**src/rtl/elastic_pipe.sv**
```systemverilog
// In-order D-entry buffer used as one elastic stage: registered storage, pointers and count.
// Latency: a word pushed into an empty buffer is the head entry one edge later.
// Backpressure: none inside; the caller pushes only against a slot it has already reserved.
module elastic_fifo #(
   parameter  int W  = 32,
   parameter  int D  = 2,
   localparam int CW = $clog2(D + 1),
   localparam int PW = (D > 1) ? $clog2(D) : 1
) (
   input  logic          clk,
   input  logic          rst,
   input  logic          clr,
   input  logic          push,
   input  logic          pop,
   input  logic [W-1:0]  wr_dat,
   output logic [W-1:0]  head_dat,
   output logic [CW-1:0] cnt,
   output logic [CW-1:0] cnt_nxt
);

   logic [W-1:0]  mem [D];
   logic [PW-1:0] wr_ptr;
   logic [PW-1:0] rd_ptr;

   // D need not be a power of two, so wrap on an explicit compare.
   function automatic logic [PW-1:0] wrap_inc(input logic [PW-1:0] p);
      return (p == PW'(D - 1)) ? '0 : p + 1'b1;
   endfunction

   always_comb begin
      cnt_nxt = cnt;
      if (clr)
         cnt_nxt = '0;
      else if (push && !pop)
         cnt_nxt = cnt + 1'b1;
      else if (pop && !push)
         cnt_nxt = cnt - 1'b1;
   end

   always_ff @(posedge clk) begin
      if (rst) begin
         cnt    <= '0;
         wr_ptr <= '0;
         rd_ptr <= '0;
         for (int j = 0; j < D; j++)
            mem[j] <= '0;
      end else if (clr) begin
         cnt    <= '0;
         wr_ptr <= '0;
         rd_ptr <= '0;
      end else begin
         cnt <= cnt_nxt;
         if (push) begin
            mem[wr_ptr] <= wr_dat;
            wr_ptr      <= wrap_inc(wr_ptr);
         end
         if (pop)
            rd_ptr <= wrap_inc(rd_ptr);
      end
   end

   assign head_dat = mem[rd_ptr];

endmodule

// Linear valid/accept pipeline of N elastic stages with per-stage stall, flush and occupancy.
// Latency: N edges from input accept to output valid on an empty, unstalled pipe; 1 word/cycle.
// Backpressure: out_accept low fills stages back to front; in_accept is registered and drops once stage 0 is full.
module elastic_pipe #(
   parameter  int N  = 4,
   parameter  int W  = 32,
   parameter  int D  = 2,
   localparam int OW = $clog2(N * D + 1)
) (
   input  logic          clk,
   input  logic          rst,
   input  logic [W-1:0]  in,
   input  logic          in_vld,
   output logic          in_accept,
   output logic [W-1:0]  out_r,
   output logic          out_vld_r,
   input  logic          out_accept,
   input  logic [N-1:0]  stall_req,
   input  logic          flush,
   output logic [OW-1:0] occ_r
);

   localparam int CW = $clog2(D + 1);

   logic [N-1:0]  vld;
   logic [N-1:0]  up_vld;
   logic [N-1:0]  push;
   logic [N-1:0]  pop;
   logic [N-1:0]  dn_accept;
   logic [N-1:0]  accept_r;
   logic [W-1:0]  up_dat  [N];
   logic [W-1:0]  head    [N];
   logic [CW-1:0] cnt     [N];
   logic [CW-1:0] cnt_nxt [N];
   logic [OW-1:0] occ_nxt;

   // A single-entry stage cannot accept while it drains, which halves throughput.
   if (D < 2) begin : g_depth_check
      $error("elastic_pipe: D must be at least 2");
   end

   for (genvar i = 0; i < N; i++) begin : g_stage
      if (i == 0) begin : g_first
         assign up_vld[i] = in_vld;
         assign up_dat[i] = in;
      end else begin : g_link
         assign up_vld[i] = vld[i-1];
         assign up_dat[i] = head[i-1];
      end

      if (i == N - 1) begin : g_last
         assign dn_accept[i] = out_accept;
      end else begin : g_mid
         assign dn_accept[i] = accept_r[i+1];
      end

      assign vld[i]  = (cnt[i] != '0) && !stall_req[i];
      assign push[i] = up_vld[i] && accept_r[i];
      assign pop[i]  = vld[i] && dn_accept[i];

      elastic_fifo #(
         .W (W),
         .D (D)
      ) u_buf (
         .clk      (clk),
         .rst      (rst),
         .clr      (flush),
         .push     (push[i]),
         .pop      (pop[i]),
         .wr_dat   (up_dat[i]),
         .head_dat (head[i]),
         .cnt      (cnt[i]),
         .cnt_nxt  (cnt_nxt[i])
      );
   end

   // cnt_nxt already reads 0 under flush, so the same rule yields accept = !stall then.
   always_ff @(posedge clk) begin
      if (rst)
         accept_r <= '1;
      else
         for (int i = 0; i < N; i++)
            accept_r[i] <= !stall_req[i] && (cnt_nxt[i] < CW'(D));
   end

   always_comb begin
      occ_nxt = '0;
      for (int i = 0; i < N; i++)
         occ_nxt = occ_nxt + OW'(cnt_nxt[i]);
   end

   always_ff @(posedge clk) begin
      if (rst)
         occ_r <= '0;
      else
         occ_r <= occ_nxt;
   end

   assign in_accept = accept_r[0];
   assign out_r     = head[N-1];
   assign out_vld_r = vld[N-1];

endmodule
```
**config.mk**
```make
export PLATFORM = sky130hd
export DESIGN_NAME = elastic_pipe
export DESIGN_NICKNAME = d
export VERILOG_FILES = /design/src/rtl/elastic_pipe.sv
export SDC_FILE = /design/constraint.sdc
export NUM_CORES = 1
export LEC_CHECK = 0
export ABC_AREA = 1
export CAP_MARGIN = 15
export CORE_ASPECT_RATIO = 0.7
export CORE_MARGIN = 1.5
export CORE_UTILIZATION = 53
export CTS_BUF_LIST = sky130_fd_sc_hd__clkbuf_16
export DETAILED_ROUTE_END_ITERATION = 12
export PLACE_DENSITY = 0.76
export SETUP_SLACK_MARGIN = 0.2
export SYNTH_ARGS = -nofsm -noshare
export SYNTH_HDL_FRONTEND = slang
export SYNTH_SLANG_ARGS = --single-unit
```
**constraint.sdc**
```tcl
create_clock -name clk -period 2.8 [get_ports clk]
set_input_delay 0.28 -clock clk [delete_from_list [all_inputs] [get_ports clk]]
set_output_delay 0.28 -clock clk [all_outputs]
set_load 0.02 [all_outputs]
```
==> results.yml <==
run_status:
  status: "complete, but fails checks"
  violations: "negative setup slack"
clock_network:
  clk_latency_ns: 0.53
  cts-buffers-inserted: 28
  root_buffer: "clkbuf_16"
  clock_sinks: 284
  cts.path.max_buffers: 3
  cts_tree: "built"
  htree_levels: 1
  ctsHoldBuffers: 0
  clk_pin_slew_ns: 0.07
timing:
  hold_viol_final: 0
  rsz0062_at_grt: "yes"
  setup_ws_ns: -0.2216
  fmax_mhz: 330.9
  skew_ns: 0.01240
  max-slew-margin-rel_pct: 61.94
  worst_slew_pin_slew_ns: 0.5709
  period_needed_ns: 3.022
  slew_viol_final: 0
  setup_viol_count_final: 3
  tns_ns: -0.3912
  finalCritPeriodShare_pct: 107.9
global_routing:
  antenna_found_initial: 0
  grt_start_max_net_pins: 34
  grt_pass1_wl_mm: 34.63
  grt_pass1_vias: 6415
  grt_usage_pct: 19.25
  grt_overflow: 0
floorplanning:
  dieArea_um2: 22980
  core_um2: 21680
  die_w_um: 180.6
  fp-row-count: 45
  initial_core_util_pct: 53.96
  io_pins: 79
  die_y_um: 127.3
detailed_routing:
  via_per_inst: 5.099
  dr_total_vias: 6838
  post_drt_wl_per_cell_um: 16.64
  drt_iter0_drc: 615
  routed_wl_mm: 22.32
  drtPass1Iterations: 5
  drc_errors: 0
  drtAntennaViolNets: 0
layout:
  drive_gt1_share_pct: 17.00
  seq_area_um2: 8254
  final_core_utilization_pct: 66.38
  n_fill_cell: 1483
  nets: 1088
  fin_area_um2: 14390
  syn2layout_area_growth_pct: 23.03
  antenna_cells: 0
  multi_input_area_um2: 3119
synthesis:
  synth_seq_area_share_pct: 70.52
  ys_ff_latch: 284
  yosysTopAreaCellShare_pct: 65.73
  synth_compound_area_share_pct: 0
  synth.largest_area_cell: "edfxtp_1"
  syn-cell-area_um2: 11700
  synthXorXnorAreaFrac_pct: 0.2995
  synth_edf_count: 256
  yosys_warnings: 0
  synth_adder_area_share_pct: 1.326
  syn_area_per_cell_um2: 12.82
  synth_ff_type: "edfxtp_1"
  synthMuxAreaShare_pct: 11.30
  synth_top_family_by_area: "simple AND/OR/NAND/NOR gates"
  yosys.cell_count.top_type: "nor2_1"
  synth-simple-area-share_pct: 12.57
  async_flop_share_pct: 0
  synth_common_cells: "285 x nor2_1, 256 x edfxtp_1, 96 x mux2i_1"
  synthTopCellsByArea: "edfxtp_1 66%, nor2_1 9.1%, mux2i_1 8.2%"
  syn_nets: 963
  yosys.cell_types.count: 19
  syn-instance-count: 912
flow_run:
  maxCapViolCount: 0
setup_path:
  critical_path_required_ns: 3.28
  path_max_fanout: 6
  critPathLaunchType: "flop"
  end_kind: "flop"
  path_cells: "inv_2 > ha_4 > nor2_4 > nand2_4 > inv_6 > nand2_4 > nor2_2 > nor2_1 > nand2_2 > inv_2 > fa_1 > fa_1 > ha_2 > fa_1 > inv_1 > nor2_1"
  crit_top_cell: "fa_1"
  critPathSlowestCell: "fa_1"
  crit_type: "flop to flop"
  worstPathArrival_ns: 3.50
  critPathMaxStageDelay_ns: 0.53
min_path:
  hp-class: "input port to flop"
placed_design:
  gp_congestion: 0.8136
  hpwl_mm: 12.95
  io_buffers: 78
  post_dp_cell_area_um2: 13100
  dp_slack_ns: -0.4148
power:
  p_per_area_nw_per_um2: 647.0
  total_power_mw: 9.310
  peakVddDrop_v: 0.0004309
  p_leak_nw: 5.344
power breakdown:
group | leakage [nW] | switching (mW) | internal [mW]
Combinational | 1.99 | 0.289 | 0.206
Clock | 0.471 | 1.57 | 2.44
Sequential | 2.88 | 0.0435 | 4.76
layout by cell type (no fill, tap or decap), drive strengths merged:
cell,Yosys,layout
buf,32,60
bufinv,0,6
clkbuf,11,29
clkdlybuf4s50,0,78
clkinv,0,10
clkinvlp,0,7
dfxtp,28,28
edfxtp,256,256
fa,4,4
ha,6,6
inv,70,70
mux2,32,32
mux2i,96,96
nand2,55,55
nand3,27,27
nor2,291,291
xor2,4,4
stage by stage:
step,hold WS (ns),cells
3_3_place_gp,0.4719,1273
2_1_floorplan,0.4209,912
5_1_grt,0.4088,1341
6_report,0.3790,1341
4_1_cts,0.3610,1340
3_5_place_dp,0.4892,1273
layer usage:
metal / share of wire (%) / global-route usage, %
met1: 50 / 30.65
met2: 43 / 27.68
met3: 5.3 / 3.164
met4: 1.9 / 4.696
met5: 0 / 0
critical path: cells and delay by family (launching register included):
kind	cells	cell delay (ns)
DFF	1	0.34
buffers and inverters	4	0.24
adders and majority gates	5	1.78
and+or+nand+nor	7	0.63
final timing paths:
path | startpoint | end | slack (ns) | cells after the start
worst min-delay path | stall_req[3] | accept_r[3] | 0.38 | 4
worst min register to register | g_stage[1].u_buf.wr_ptr | g_stage[1].u_buf.wr_ptr | 0.50 | 2
worst max register to register | g_stage[1].u_buf.cnt[0] | occ_r[2] | -0.22 | 16
worst max-delay path | g_stage[1].u_buf.cnt[0] | occ_r[2] | -0.22 | 16
what timing repair did:
item	CTS	global route
hold endpoints to repair	0	0
setup endpoints to repair	3	5
pin swaps	18	10
setup buffers	15	1
gates resized for setup	20	26
cell type report:
class                   instances  share of cell area, %
multi-input cells             515                  21.68
well taps                     282                  2.452
repair buffers                138                  9.617
clock inverters                23                  1.991
flip-flops and latches        284                  57.36
inverters                      70                  1.861
clock buffers                  29                  5.043
flip-flops by register name (all words and copies together), names as in the netlist, named ones only:
name and count:
g_stage.u_buf.mem 256, g_stage.u_buf.cnt 8, g_stage.u_buf.rd_ptr 4, accept_r 4, occ_r 4, g_stage.u_buf.wr_ptr 4
kinds of logic (layout without fill, tap and decap cells):
kind of cell             after synthesis  after routing
multiplexers                         128            128
buffers and inverters                113            260
AND/OR/NAND/NOR                      373            373
XOR/XNOR                               4              4
adder cells (fa/ha/maj)               10             10
flip-flops                           284            284
Power figures use the tool's default switching activity.
